## src/rtl/cmp_pkg.sv

```systemverilog
// Shared definitions for the shared-comparator arbiter: result encodings,
// slot state type and the round-robin pick function.
package cmp_pkg;

  localparam logic [2:0] CMP_GT = 3'b100;
  localparam logic [2:0] CMP_LT = 3'b010;
  localparam logic [2:0] CMP_EQ = 3'b001;

  localparam int unsigned MAX_REQ = 8;

  typedef enum logic {
    SLOT_EMPTY = 1'b0,
    SLOT_FULL  = 1'b1
  } slot_state_t;

  // First set bit of valid, searching from ptr upward and wrapping at nreq-1.
  // Returns 0 when nothing is valid; callers qualify with |valid.
  function automatic int unsigned rr_pick(input logic [MAX_REQ-1:0] valid,
                                          input int unsigned       ptr,
                                          input int unsigned       nreq);
    int unsigned       idx;
    logic              found;
    logic [MAX_REQ-1:0] sh;
    rr_pick = 0;
    found   = 1'b0;
    for (int unsigned k = 0; k < MAX_REQ; k++) begin
      if (k < nreq && !found) begin
        idx = ptr + k;
        if (idx >= nreq) idx = idx - nreq;
        sh = valid >> idx;
        if (sh[0]) begin
          rr_pick = idx;
          found   = 1'b1;
        end
      end
    end
  endfunction

endpackage

```

## src/rtl/cmp_share_arb_if.sv

```systemverilog
// Request/response bundle between the client blocks and cmp_share_arb.
interface cmp_share_arb_if #(
  parameter int unsigned NREQ = 4,
  parameter int unsigned W    = 4,
  parameter int unsigned IDW  = 2
);
  logic [NREQ-1:0]   req_valid;
  logic [NREQ-1:0]   req_ready;
  logic [NREQ*W-1:0] req_a;
  logic [NREQ*W-1:0] req_b;
  logic              rsp_valid;
  logic              rsp_ready;
  logic [IDW-1:0]    rsp_id;
  logic              rsp_gt;
  logic              rsp_lt;
  logic              rsp_eq;
  logic [7:0]        done_cnt;

  modport master (
    output req_valid, req_a, req_b, rsp_ready,
    input  req_ready, rsp_valid, rsp_id, rsp_gt, rsp_lt, rsp_eq, done_cnt
  );

  modport slave (
    input  req_valid, req_a, req_b, rsp_ready,
    output req_ready, rsp_valid, rsp_id, rsp_gt, rsp_lt, rsp_eq, done_cnt
  );
endinterface

```

## src/rtl/mag_cmp.sv

```systemverilog
// Combinational unsigned W-bit magnitude comparator: per-bit XNOR equality
// terms with MSB-first greater/less chains.
module mag_cmp #(
  parameter int unsigned W = 4
) (
  input  logic [W-1:0] a,
  input  logic [W-1:0] b,
  output logic         a_gt_b,
  output logic         a_lt_b,
  output logic         a_eq_b
);
  logic [W-1:0] eq_bit;

  assign eq_bit = ~(a ^ b);
  assign a_eq_b = &eq_bit;

  always_comb begin
    logic above_eq;
    a_gt_b   = 1'b0;
    a_lt_b   = 1'b0;
    above_eq = 1'b1;
    // A bit decides only when every more-significant bit matched.
    for (int unsigned k = 0; k < W; k++) begin
      a_gt_b   = a_gt_b | (above_eq & a[W-1-k] & ~b[W-1-k]);
      a_lt_b   = a_lt_b | (above_eq & ~a[W-1-k] & b[W-1-k]);
      above_eq = above_eq & eq_bit[W-1-k];
    end
  end
endmodule

```

## src/rtl/cmp_share_arb.sv

```systemverilog
// Round-robin arbiter sharing one magnitude comparator among NREQ requesters;
// the winner's result lands in a single-entry registered response slot.
module cmp_share_arb
  import cmp_pkg::*;
#(
  parameter int unsigned NREQ = 4,
  parameter int unsigned W    = 4,
  parameter int unsigned IDW  = 2
) (
  input logic            clk,
  input logic            rst,
  cmp_share_arb_if.slave bus
);
  slot_state_t    state, state_nx;
  logic [IDW-1:0] rr_ptr, ptr_nx, pick, id_q;
  logic [2:0]     res_q, cmp_res;
  logic [7:0]     cnt_q;
  logic           any_req, slot_free, grant, drain;
  logic [W-1:0]   sel_a, sel_b;
  logic           c_gt, c_lt, c_eq;

  assign any_req   = |bus.req_valid;
  assign slot_free = (state == SLOT_EMPTY) || bus.rsp_ready;
  // Reset gates the grant so no requester sees ready while reset is held.
  assign grant     = ~rst & slot_free & any_req;
  assign drain     = (state == SLOT_FULL) & bus.rsp_ready;

  assign pick   = IDW'(rr_pick(MAX_REQ'(bus.req_valid), 32'(rr_ptr), NREQ));
  assign ptr_nx = (pick == IDW'(NREQ - 1)) ? '0 : pick + 1'b1;

  always_comb begin
    bus.req_ready = '0;
    for (int unsigned k = 0; k < NREQ; k++) begin
      bus.req_ready[k] = grant && (pick == IDW'(k));
    end
  end

  always_comb begin
    sel_a = '0;
    sel_b = '0;
    for (int unsigned k = 0; k < NREQ; k++) begin
      if (pick == IDW'(k)) begin
        sel_a = bus.req_a[k*W +: W];
        sel_b = bus.req_b[k*W +: W];
      end
    end
  end

  mag_cmp #(.W(W)) u_cmp (
    .a      (sel_a),
    .b      (sel_b),
    .a_gt_b (c_gt),
    .a_lt_b (c_lt),
    .a_eq_b (c_eq)
  );

  always_comb begin
    cmp_res = CMP_EQ;
    if (c_gt)      cmp_res = CMP_GT;
    else if (c_lt) cmp_res = CMP_LT;
    else if (c_eq) cmp_res = CMP_EQ;
  end

  always_comb begin
    state_nx = state;
    case (state)
      SLOT_EMPTY: if (grant)          state_nx = SLOT_FULL;
      SLOT_FULL:  if (drain && !grant) state_nx = SLOT_EMPTY;
      default:                        state_nx = SLOT_EMPTY;
    endcase
  end

  always_ff @(posedge clk) begin
    if (rst) begin
      state  <= SLOT_EMPTY;
      id_q   <= '0;
      res_q  <= '0;
      rr_ptr <= '0;
      cnt_q  <= '0;
    end else begin
      state <= state_nx;
      if (grant) begin
        id_q   <= pick;
        res_q  <= cmp_res;
        rr_ptr <= ptr_nx;
      end
      if (drain) cnt_q <= cnt_q + 8'd1;
    end
  end

  assign bus.rsp_valid = (state == SLOT_FULL);
  assign bus.rsp_id    = id_q;
  assign bus.rsp_gt    = res_q[2];
  assign bus.rsp_lt    = res_q[1];
  assign bus.rsp_eq    = res_q[0];
  assign bus.done_cnt  = cnt_q;
endmodule
```

## src/flat_wrapper.sv

```systemverilog
// flat-port wrapper written by rule: the top's interface ports become plain ports
module cmp_share_arb_flat import cmp_pkg::*;
#(
  parameter int unsigned NREQ = 4,
  parameter int unsigned W    = 4,
  parameter int unsigned IDW  = 2
)
  (clk, rst, bus_req_valid, bus_req_a, bus_req_b, bus_rsp_ready, bus_req_ready, bus_rsp_valid, bus_rsp_id, bus_rsp_gt, bus_rsp_lt, bus_rsp_eq, bus_done_cnt);
  cmp_share_arb_if #(.NREQ(NREQ), .W(W), .IDW(IDW)) bus_i ();
  input logic clk;
  input logic rst;
  input wire logic [$bits(bus_i.req_valid)-1:0] bus_req_valid;
  input wire logic [$bits(bus_i.req_a)-1:0] bus_req_a;
  input wire logic [$bits(bus_i.req_b)-1:0] bus_req_b;
  input wire logic [$bits(bus_i.rsp_ready)-1:0] bus_rsp_ready;
  output wire logic [$bits(bus_i.req_ready)-1:0] bus_req_ready;
  output wire logic [$bits(bus_i.rsp_valid)-1:0] bus_rsp_valid;
  output wire logic [$bits(bus_i.rsp_id)-1:0] bus_rsp_id;
  output wire logic [$bits(bus_i.rsp_gt)-1:0] bus_rsp_gt;
  output wire logic [$bits(bus_i.rsp_lt)-1:0] bus_rsp_lt;
  output wire logic [$bits(bus_i.rsp_eq)-1:0] bus_rsp_eq;
  output wire logic [$bits(bus_i.done_cnt)-1:0] bus_done_cnt;
  assign bus_i.req_valid = bus_req_valid;
  assign bus_i.req_a = bus_req_a;
  assign bus_i.req_b = bus_req_b;
  assign bus_i.rsp_ready = bus_rsp_ready;
  assign bus_req_ready = bus_i.req_ready;
  assign bus_rsp_valid = bus_i.rsp_valid;
  assign bus_rsp_id = bus_i.rsp_id;
  assign bus_rsp_gt = bus_i.rsp_gt;
  assign bus_rsp_lt = bus_i.rsp_lt;
  assign bus_rsp_eq = bus_i.rsp_eq;
  assign bus_done_cnt = bus_i.done_cnt;
  cmp_share_arb #(.NREQ(NREQ), .W(W), .IDW(IDW)) u_core (.clk(clk), .rst(rst), .bus(bus_i));
endmodule
```

## config.mk

```make
export PLATFORM = sky130hd
export DESIGN_NAME = cmp_share_arb_flat
export DESIGN_NICKNAME = d
export VERILOG_FILES = /design/src/rtl/cmp_pkg.sv /design/src/rtl/cmp_share_arb_if.sv /design/src/rtl/mag_cmp.sv /design/src/rtl/cmp_share_arb.sv /design/src/flat_wrapper.sv
export SDC_FILE = /design/constraint.sdc
export NUM_CORES = 1
export LEC_CHECK = 0
export ABC_AREA = 1
export CAP_MARGIN = 20
export CORE_MARGIN = 3
export CORE_UTILIZATION = 47
export CTS_CLUSTER_DIAMETER = 100
export DETAILED_ROUTE_END_ITERATION = 12
export GPL_ROUTABILITY_DRIVEN = 0
export PLACE_DENSITY = 0.86
export SKIP_LAST_GASP = 1
export SLEW_MARGIN = 5
export SYNTH_ARGS = -nofsm -noshare
export SYNTH_HDL_FRONTEND = slang
export SYNTH_HIERARCHICAL = 1
export SYNTH_SLANG_ARGS = --single-unit
```

## constraint.sdc

```tcl
create_clock -name clk -period 8.98 [get_ports clk]
set_input_delay 1.796 -clock clk [delete_from_list [all_inputs] [get_ports clk]]
set_output_delay 1.796 -clock clk [all_outputs]
set_load 0.05 [all_outputs]
```

After elaboration in Yosys (flattened, before gate mapping)

Index checks and enable logic that the tools add are counted.

$add $sub $neg: 9
Magnitude comparators: 4
Eq/ne operators: 3
Shift operators: 4
Muxes and demuxes: 33
Bitwise operators: 37
Reduce and logical (&&, ||, !) cells: 9

Operator list:

| cell                  | number |
|---|---|
| $mux 32               | 7 |
| $shr 4x32->1          | 4 |
| $ge 32x3->1 const B   | 3 |
| $sub 32x3->32 const B | 3 |
| $mux 4                | 8 |
| $and 1x1->1           | 19 |
| $mux 2                | 9 |
| $not 1->1             | 10 |
| $add 8x1->8 const B   | 1 |
| $mux 1                | 7 |
| $add 2x2->3 const B   | 2 |
| $or 1x1->1            | 6 |
| $logic_and 1x1->1     | 5 |
| $eq 2x2->1 const B    | 2 |
| $not 4->4             | 1 |
| $reduce_or 4->1       | 1 |
| $sub 2x3->4 const B   | 1 |
| $xor 4x4->4           | 1 |
| $add 2x1->3 const B   | 1 |
| $ge 2x3->1 const B    | 1 |
| $mux 3                | 1 |
| $add 2x1->2 const B   | 1 |
| $eq 2x1->1 const B    | 1 |
| $logic_not 2->1       | 1 |
| 3 further kinds       | 3 |

Register bits after elaboration: 16
Input bits: 39
Output and inout bits: 18

Logic depth before layout (Yosys ltp)

Gate-level depths: netlist of the first run.

Depth after elaboration: 30
Depth in mapped cells: 28
Gate-level depth less buffers: 27

Cells and area by module

Netlist of the first run, hierarchy kept.

By module, submodules not included:

| module        | times used | cells each | area each (µm²) |
|---|---|---|---|
| cmp_share_arb | 1          | 194        | 1252.5 |
| mag_cmp       | 1          | 40         | 197.7 |

Worst setup path after synthesis of the first run

OpenSTA, ideal clock, no wires.

Path type: input -> output
Start point: input port bus_req_valid[3]
End point: output port bus_req_ready[2]
Data arrival time: 3812 ps
Required time: 7184 ps
Path slack: 3372 ps
Stages: 13
Cell sequence: inv_1 nand2_1 nand3_1 nand2_1 inv_1 nand3_2 nand3_1 nand2_2 inv_1 ha_1 clkbuf_1 clkinv_1 nor2_1

Cells in the longest elaborated chain, start to end: 10
Elaborated cells between the ends (all ways): 20
Those cells by class: 1 x eq/ne; 4 x shift; 12 x mux; 1 x bitwise; 2 x reduce/logical

RTL lines:

| item                 | RTL line            | RTL |
|---|---|---|
| start, declared      | flat_wrapper.sv:12  | `input wire logic [$bits(bus_i.req_valid)-1:0] bus_req_valid;` |
| $shr 4x32->1         | cmp_pkg.sv:30       | `sh = valid >> idx;` |
| $mux 2 (2 in series) | cmp_pkg.sv:31       | `if (sh[0]) begin` |
| $mux 2               | cmp_pkg.sv:27       | `if (k < nreq && !found) begin` |
| $mux 2               | cmp_pkg.sv:31       |  |
| $mux 2               | cmp_pkg.sv:27       |  |
| $mux 2               | cmp_pkg.sv:31       |  |
| $mux 2 *             | cmp_pkg.sv:27       |  |
| net u_core.pick[0]   | cmp_share_arb.sv:15 | `logic [IDW-1:0] rr_ptr, ptr_nx, pick, id_q;` |
| $eq 2x2->1 *         | cmp_share_arb.sv:34 | `bus.req_ready[k] = grant && (pick == IDW'(k));` |
| $logic_and 1x1->1 *  | cmp_share_arb.sv:34 |  |
| end, declared        | flat_wrapper.sv:16  | `output wire logic [$bits(bus_i.req_ready)-1:0] bus_req_ready;` |

Mark *: on every way through the listed nets, which the timed path passes. The rest lies on a longest branch.

Final worst setup path of the first run

Start point: input port bus_req_valid[2]
End point: output port bus_req_ready[2]

The elaborated chain is that of the path after synthesis.

==> results of run 1 <==
## path summary, 6_finish.rpt
check | from | endpoint | slack, ps | depth (start not counted)
max | bus_req_valid[2] | bus_req_ready[2] | 2520 | 13
min | u_core/bus.done_cnt[7] | u_core/bus.done_cnt[7] | 460 | 1
max reg2reg | u_core/rr_ptr[0] | u_core/res_q[0] | 4620 | 24
min reg2reg | u_core/bus.done_cnt[7] | u_core/bus.done_cnt[7] | 460 | 1
## cell type report
| type | count | share of cell area [%] |
|---|---|---|
| clock buffer | 4 | 1.77 |
| sequential | 16 | 15.7 |
| timing repair buffer | 56 | 27.4 |
| inverter | 43 | 7.89 |
| multi-input combinational | 166 | 45.3 |
| tap | 31 | 1.90 |
## per-stage QoR
| step | cells | util [%] | area [µm²] | hold WS [ps] | setup slack [ps] |
|---|---|---|---|---|---|
| 2_1_floorplan | 231 | - | 1430 | 573 | 3370 |
| 3_3_place_gp | 312 | 71.0 | 2010 | 436 | 2600 |
| 3_5_place_dp | 312 | 71.0 | 2010 | 444 | 2530 |
| 4_1_cts | 316 | 72.3 | 2040 | 458 | 2530 |
| 5_1_grt | 316 | 72.3 | 2040 | 483 | 2210 |
| 6_report | 316 | 72.3 | 2040 | 461 | 2520 |
## registers in the layout (all words and copies together) (netlist names)
register and cells:
u_core/bus.rsp_valid 1, u_core/rr_ptr 2, u_core/bus.done_cnt 8, u_core/bus.rsp_id 2
u_core/res_q 3
## placed cells by master (no fill, tap or decap)
| master | count |
|---|---|
| a21oi_1 | 6 |
| a221oi_1 | 8 |
| a22oi_1 | 1 |
| and3_1 | 2 |
| clkbuf_4 | 3 |
| clkbuf_8 | 1 |
| clkdlybuf4s50_1 | 56 |
| clkinv_1 | 1 |
| dfxtp_1 | 16 |
| ha_1 | 12 |
| inv_1 | 36 |
| inv_2 | 6 |
| nand2_1 | 46 |
| nand2_2 | 4 |
| nand3_1 | 23 |
| nand3_2 | 6 |
| nand4_1 | 1 |
| nor2_1 | 32 |
| nor2_2 | 4 |
| nor3_1 | 3 |
| o21ai_0 | 8 |
| o21ai_2 | 2 |
| o31ai_1 | 8 |
## critical path: stages
cell and delay [ps]:
clkdlybuf4s50_1 470, nand2_1 80, nand3_2 110, inv_1 50, nor2_2 150, nand3_1 100
nand3_1 140, nand2_2 100, inv_1 90, ha_1 320, clkinv_1 270, nor2_1 160
clkdlybuf4s50_1 820
## routing by layer
metal	wire length [µm]	vias up	track usage, %
met5	0	-	0
met4	19	0	2.79
met3	355	2	4.40
met2	1520	50	32.6
met1	1720	657	26.7
li1	-	861	-
==> run summary, run 1 <==
The run finished with clean final reports. Counting along the longest clock path gives a buffer depth of 2. The die is 61.2 µm wide.

The initial antenna violation count is 0, and the number of fill cells in the layout is 232. The number of global-route vias before repair is 1,367, and the highest fanout seen on the critical path is 9. Clock-pin slew was measured on the worst setup and hold paths at 90 ps. The total of warnings raised by yosys is 6, and the top achievable clock speed is 0.155 GHz. The area growth from synthesis to layout is 42.6%.

Hold repair after CTS inserted 0 buffers. Measured against its own limit, the worst slew margin works out to 44.3%. Data arrives at the worst endpoint at 4670 ps.

TritonCTS built the clock tree. The clock buffer count from CTS is 3. The pre-antenna-repair detailed-routing pass consisted of 7 iterations.

Setup repair after global routing left no endpoint under its margin. The logs give 0 for the max-slew violation count and 1 for the deepest level of the CTS H-tree. Summed over all layers, the routed wires come to 3.62 mm. For this block, the initial DRC count from the detailed router was 91. The residual DRC count was 0; the total area of sequential cells was 320 µm². The post-synthesis instance total is 231. For this run, the post-layout net count is 337.

0 antenna diodes ended up in the layout. CTS root buffer: clkbuf_4. The vias after detailed routing was 1,570; the period utilization was 72.0%. For the final database, setup skew stands at 9.88 ps. Entering global routing, the biggest net connects 18 pins. The clock reaches the later pin of the worst-skew pair after 290 ps. For the final routed database, the setup TNS stands at 0 ps. The first global-routing pass estimated 5.66 mm of wire.

The tools report the global route total overflow as 0. The critical path endpoint category was a primary output. The run gives 19.7% as the global router's overall resource usage. The remaining number of nets flagged by the antenna check after routing was 0; the post-synthesis average cell area was 6.21 µm².

The ratio of cells with drive above 1 in the final layout was 9.12%; the post-cts resize count was 0. The overall die area is 3750 µm², and the starting utilization of the core area is 50.7%. Pin placement for this block handled 57 I/O pins. The number of failing hold endpoints at the final stage is 0, and the detailed placer's ending HPWL is 2.88 mm.

The classification of the worst-slack hold path was register to register. The worst setup path is of the input pin to primary output kind. The number of nets handed over by synthesis was 282. The worst setup path is launched from an input pin. The synthesized cell area is 1430 µm². For the total core area, the log shows 2830 µm². The post-detailed-route wirelength per cell is 11.5 µm. Summing all multi-input logic gate instances after layout gives 927 µm². Buffers placed on the I/O ports in this run total 56. The floorplan step set the die height to 61.2 µm.

The run gives 16 as the number of sinks handled by clock tree synthesis. After clock tree synthesis, the setup repair step added 0 buffers. The tool flagged a number of max-cap violations equal to 0. The floorplan has 19 rows. After layout, the minimum clock period comes to 6460 ps. Setup violations remaining at the end of the flow were counted as 0. After detailed routing, the number of vias per cell comes to 4.97. Data on the critical path is required at its endpoint by 7180 ps. The measured slew at the worst slew-check pin is 828 ps.
Power of run 1 is not shown: default switching activity piles up to over one toggle a cycle in this logic, so the estimate is an artifact.
==> run 2, diff against run 1 <==
Settings changed: CORE_UTILIZATION 47 to 44, PLACE_DENSITY 0.86 to 0.81.
Clock period 8.98 ns to 6.23 ns, I/O delays scaled along.
==> run summary, run 2 (same netlist as run 1, synthesis figures left out) <==
In the detailed route, the total length drawn on met3 is 215 µm. Worst-skew pair later-pin latency: 290 ps. The first global-routing pass estimated 6.06 mm of wire.

After clock tree synthesis, the clock-pin slew on the worst setup and hold paths is 80 ps. The ratio of routed vias to standard cells is 4.83. The total overflow left after global routing is 0. CTS root buffer: clkbuf_4. The height of the die came out at 63.1 µm. The post-layout minimum cycle time is 5350 ps. Before antenna repair, the detailed router went through 4 iterations. The first routing iteration left 80 violations. For the total core area, the log shows 3080 µm².

The die covers 3980 µm². The highest fanout seen on the critical path is 9, and the period utilization is 85.8%. The tools report the number of nets in the final layout as 337.

The initial utilization of the core area, before any placement, comes to 46.6%. STA classifies the critical path endpoint as a primary output. Number of global-route vias before repair: 1,457.

After detailed routing, no signal wire sits above met4. The logs give 1890 ps for the register-to-register setup slack and 1.72 mm for the detailed route wirelength on metal2. The post-route netlist has 8.80% of its cells at a drive strength greater than 1. The worst reg2reg path startpoint was u_core/rr_ptr[0]. The number of failing hold endpoints at the final stage is 0, and the die outline width is 63.1 µm. The classification of the worst-slack hold path is register to register. In this run the tool buffered the top-level ports with 56 buffer cells.

The critical path starts at bus_req_valid[3]. The vias after detailed routing was 1,583; the remaining number of nets flagged by the antenna check after routing was 0. Global routing consumed, over all layers together, 18.3% of the routing resources. The number of buffers inserted by post-CTS setup repair is 0, and the finished layout cell area is 2050 µm². After detailed routing, the average wire length per cell comes to 10.9 µm. Setup repair after global routing left no endpoint under its margin. In this run the tightest slew margin relative to its limit is 46.4%. For the post-cts resize count, the log shows 0. The tools report the sum of negative setup slack as 0 ps. The tools report the clock buffer count from CTS as 3.

The run finished with clean final reports. For the number of fill cells in the layout, the log shows 296. The antenna diode count is 0, and the pin count of the biggest net entering global routing is 18. Standard cell area after detailed placement: 2020 µm². The detailed placer's ending HPWL is 2.91 mm, and the count of endpoints failing setup in the final report is 0. For the number of sinks handled by clock tree synthesis, the log shows 16.

The startpoint of the most critical hold path is u_core/bus.done_cnt[7]. In this run the core area contains 20 standard-cell rows. The deepest level of the CTS H-tree came out at 1. For the arrival time reported for the critical path endpoint, the log shows 4100 ps. Number of ports placed on the die boundary: 57. In this run, post-CTS hold repair placed 0 buffers. Leaving out fill and tap cells, the most frequent cells in the layout are clkdlybuf4s50_1, nand2_1, inv_1. Leaving out fill and tap cells, the most frequent cell in the layout is clkdlybuf4s50_1.

The run gives 0 as the max-slew violation count. TritonCTS built the clock tree. The logs give 4980 ps for the required time at the endpoint of the critical path and 0 for the number of max-capacitance violations reported. The measured slew at the worst slew-check pin works out to 798 ps. The worst setup path is of the input pin to primary output kind. The longest clock path from root to sink contains 2 buffers. The area growth from synthesis to layout is 42.8%.

The logs give 3.58 mm for the final wirelength and 6.47 ps for the final worst clock skew. For the initial antenna violation count, the log shows 0. The flip-flop count of the largest register, all copies and words added works out to 8. The detailed router put a total of 1.63 mm of wire on met1. Static timing analysis puts the maximum clock frequency at 0.187 GHz. The kind of start point of the critical path was an input pin. For this run, design rule violations remaining after detail routing come to 0.
-- run 2: cell count changes in the layout (fill, tap and decap cells not counted) --
cell      before  now
clkbuf_8       1    0
-- run 2: final timing paths --
| path | to | cells after the start |
|---|---|---|
| max | bus_req_ready[2] | 15 |
| min | u_core/bus.done_cnt[7] | 1 |
| max reg2reg | u_core/res_q[0] | 26 |
| min reg2reg | u_core/bus.done_cnt[7] | 1 |
-- run 2: cell type report --
| type | instances | area, µm² | share of cell area (%) |
|---|---|---|---|
| timing repair buffer | 56 | 561 | 27.4 |
| tap | 44 | 55.1 | 2.69 |
| clock buffer | 3 | 22.5 | 1.10 |
| sequential | 16 | 320 | 15.6 |
| multi-input combinational | 166 | 927 | 45.3 |
| inverter | 43 | 161 | 7.89 |
-- run 2: layer usage --
metal | global-route usage [%] | vias to the layer above
li1 | - | 855
met1 | 20.5 | 684
met2 | 34.5 | 42
met3 | 3.92 | 2
met4 | 4.96 | 0
met5 | 0 | -
-- run 2: worst max-delay path, stage by stage --
cell and delay, ps:
clkdlybuf4s50_1 470, inv_1 60, nand2_1 90, nand3_2 110
nand2_2 110, inv_2 50, nand3_2 70, inv_2 40
nand3_1 90, nand2_2 100, inv_1 90, ha_1 320
clkinv_1 270, nor2_1 170, clkdlybuf4s50_1 820
-- run 2: through the flow --
| step | cells | setup WS [ps] | hold slack [ps] | util [%] |
|---|---|---|---|---|
| floorplan | 231 | 1720 | 573 | - |
| global placement | 325 | 934 | 440 | 65.8 |
| detailed placement | 325 | 866 | 442 | 65.8 |
| CTS | 328 | 872 | 454 | 66.5 |
| global route | 328 | 661 | 495 | 66.5 |
| finish | 328 | 882 | 450 | 66.5 |
Power of run 2 is left out for the same reason.
==> run 3, diff against run 2 <==
--- a/config.mk
+++ b/config.mk
@@ -9,3 +9,3 @@
 export CAP_MARGIN = 20
-export CORE_MARGIN = 3
+export CORE_MARGIN = 2
 export CORE_UTILIZATION = 44
@@ -16,3 +16,2 @@
 export SKIP_LAST_GASP = 1
-export SLEW_MARGIN = 5
 export SYNTH_ARGS = -nofsm -noshare
--- a/constraint.sdc
+++ b/constraint.sdc
@@ -3,2 +3,2 @@
 set_output_delay 1.246 -clock clk [all_outputs]
-set_load 0.05 [all_outputs]
+set_load 0.1 [all_outputs]
==> run summary, run 3 (same netlist as run 1, synthesis figures left out) <==
The run finished with clean final reports. In this run the tightest slew margin relative to its limit is 34.0%. Subtracting the final worst setup slack from the clock period gives 4860 ps. Setup repair after global routing left no endpoint under its margin. The register with the most flip-flops in the layout has 8 of them.

Launching element of the worst setup path: bus_req_valid[0]. Once the floorplan was initialized, standard cells occupied 46.6% of the core. The count of buffers from port buffering works out to 56.

Global router's overall resource usage: 19.4%. For the pin with the worst max-slew slack, the measured transition is 987 ps. The die is 61.1 µm wide.

The number of global-route vias before repair is 1,329, and the number of detailed-route iterations in the first pass is 4. Row generation in the floorplan step produced 20 rows. After clock tree synthesis, the clock-pin slew on the worst setup and hold paths is 90 ps.

Sum of negative setup slack: 0 ps. Post-detailed-route wirelength per cell: 10.7 µm. The top cell types in the final layout, fill and taps aside, are clkdlybuf4s50_1, nand2_1, inv_1. The sink of the worst hold path is u_core/bus.done_cnt[7]. For the worst setup path, the data required time is 4980 ps. The deepest level of the CTS H-tree was 1. The antenna diode count is 0. Pin placement for this block handled 57 I/O pins. Derived from the worst setup path, the maximum achievable clock frequency is 0.206 GHz.

The count of endpoints failing setup in the final report came out at 0. Arrival time reported for the critical path endpoint: 3610 ps. STA classifies the critical path startpoint as an input pin. The post-cts hold buffer count is 0, and the ratio of cells with drive above 1 in the final layout is 10.2%.

The tools report the remaining number of nets flagged by the antenna check after routing as 0. The capture instance of the worst register-to-register path was u_core/res_q[0]. The pin count of the biggest net entering global routing was 18.

The area growth from synthesis to layout is 42.1%. The number of buffers inserted by post-CTS setup repair was 0; the ratio of routed vias to standard cells was 4.78. Global routing finished with a remaining overflow of 0.

TritonCTS built the clock tree. The final critical path takes up 78.0% of the cycle. The HPWL after detailed placement is 2.81 mm. The startpoint identified for the worst hold timing path is u_core/bus.done_cnt[7]. The run gives 0 as the post-cts resize count. The floorplan step defined a die boundary enclosing 3730 µm². For the residual DRC count, the log shows 0. The initial antenna violation count is 0, and the register-to-register setup slack is 1830 ps. The clock arrives with 5.62 ps of skew. In this run the worst path has a maximum fanout of 9. For the number of max-capacitance violations reported, the log shows 0. The first global-routing pass estimated 5.63 mm of wire.

The number of nets in the final layout was 337; the number of cells on the worst hold path was 1. The height of the die was 61.1 µm. The path class of the tightest hold or removal check is register to register. The most common library cell in the layout ignoring fill and taps is clkdlybuf4s50_1. The worst-skew pair later-pin latency is 280 ps, and the number of failing hold endpoints at the final stage is 0. No sink is reached through more buffers than the 2 on the longest clock path. The worst register-to-register path begins at u_core/rr_ptr[0]. The run gives 287 as the number of fill cells in the layout. The worst register-to-register path has a depth of 24. Summing over every cut layer, the via total after detailed routing is 1,568. The floorplan step defined a core boundary enclosing 3080 µm².

The clock buffer count from CTS was 3. The detailed router finished its first iteration with 77 violations. STA classifies the critical path endpoint as a primary output. Kind of critical path: input pin to primary output.

The max-slew violation count is 0, and the final wirelength is 3.50 mm. The cell sitting at the root of the clock tree is a clkbuf_4. For this design, the sink count on the clock tree is 16.
[run 3: how the worst max path moves through the flow]
stage                  endpoint  depth (start not counted)
3_3_place_gp   bus_req_ready[2]                         13
2_1_floorplan  bus_req_ready[2]                         13
6_report       bus_req_ready[2]                         13
4_1_cts        bus_req_ready[2]                         13
5_1_grt         u_core/res_q[0]                         23
3_5_place_dp    u_core/res_q[0]                         23
[run 3: worst max-delay path, cell delays in order]
cell,delay (ps)
clkdlybuf4s50_1,470
nand2_1,90
nand3_2,120
nand2_1,60
nor2_2,130
nand3_1,80
nand3_1,130
nand2_2,100
inv_1,90
ha_1,330
clkinv_1,290
nor2_1,160
buf_4,310
[run 3: routing by layer]
| metal | track usage [%] | routed length [µm] | vias up |
|---|---|---|---|
| met3 | 3.36 | 286 | 0 |
| li1 | - | - | 852 |
| met1 | 24.2 | 1550 | 671 |
| met5 | 0 | 0 | - |
| met2 | 35.3 | 1660 | 45 |
| met4 | 3.42 | 0 | 0 |
[run 3: metrics by stage]
stage	setup slack (ps)	util, %	instances	hold WS (ps)	area, µm²
after floorplan	1120	-	231	573	1430
after global placement	1380	65.4	325	435	2010
after detailed placement	1260	65.4	325	442	2010
after CTS	1370	66.2	328	454	2040
after global routing	1060	66.2	328	477	2040
final	1370	66.2	328	448	2040
[run 3: final cells by class]
type / instances / area (µm²) / area share, %
sequential: 16 / 320 / 15.7
timing repair buffer: 56 / 551 / 27.0
tap: 44 / 55.1 / 2.70
multi-input combinational: 166 / 927 / 45.5
clock buffer: 3 / 22.5 / 1.11
inverter: 43 / 161 / 7.92
Power of run 3 is left out for the same reason.
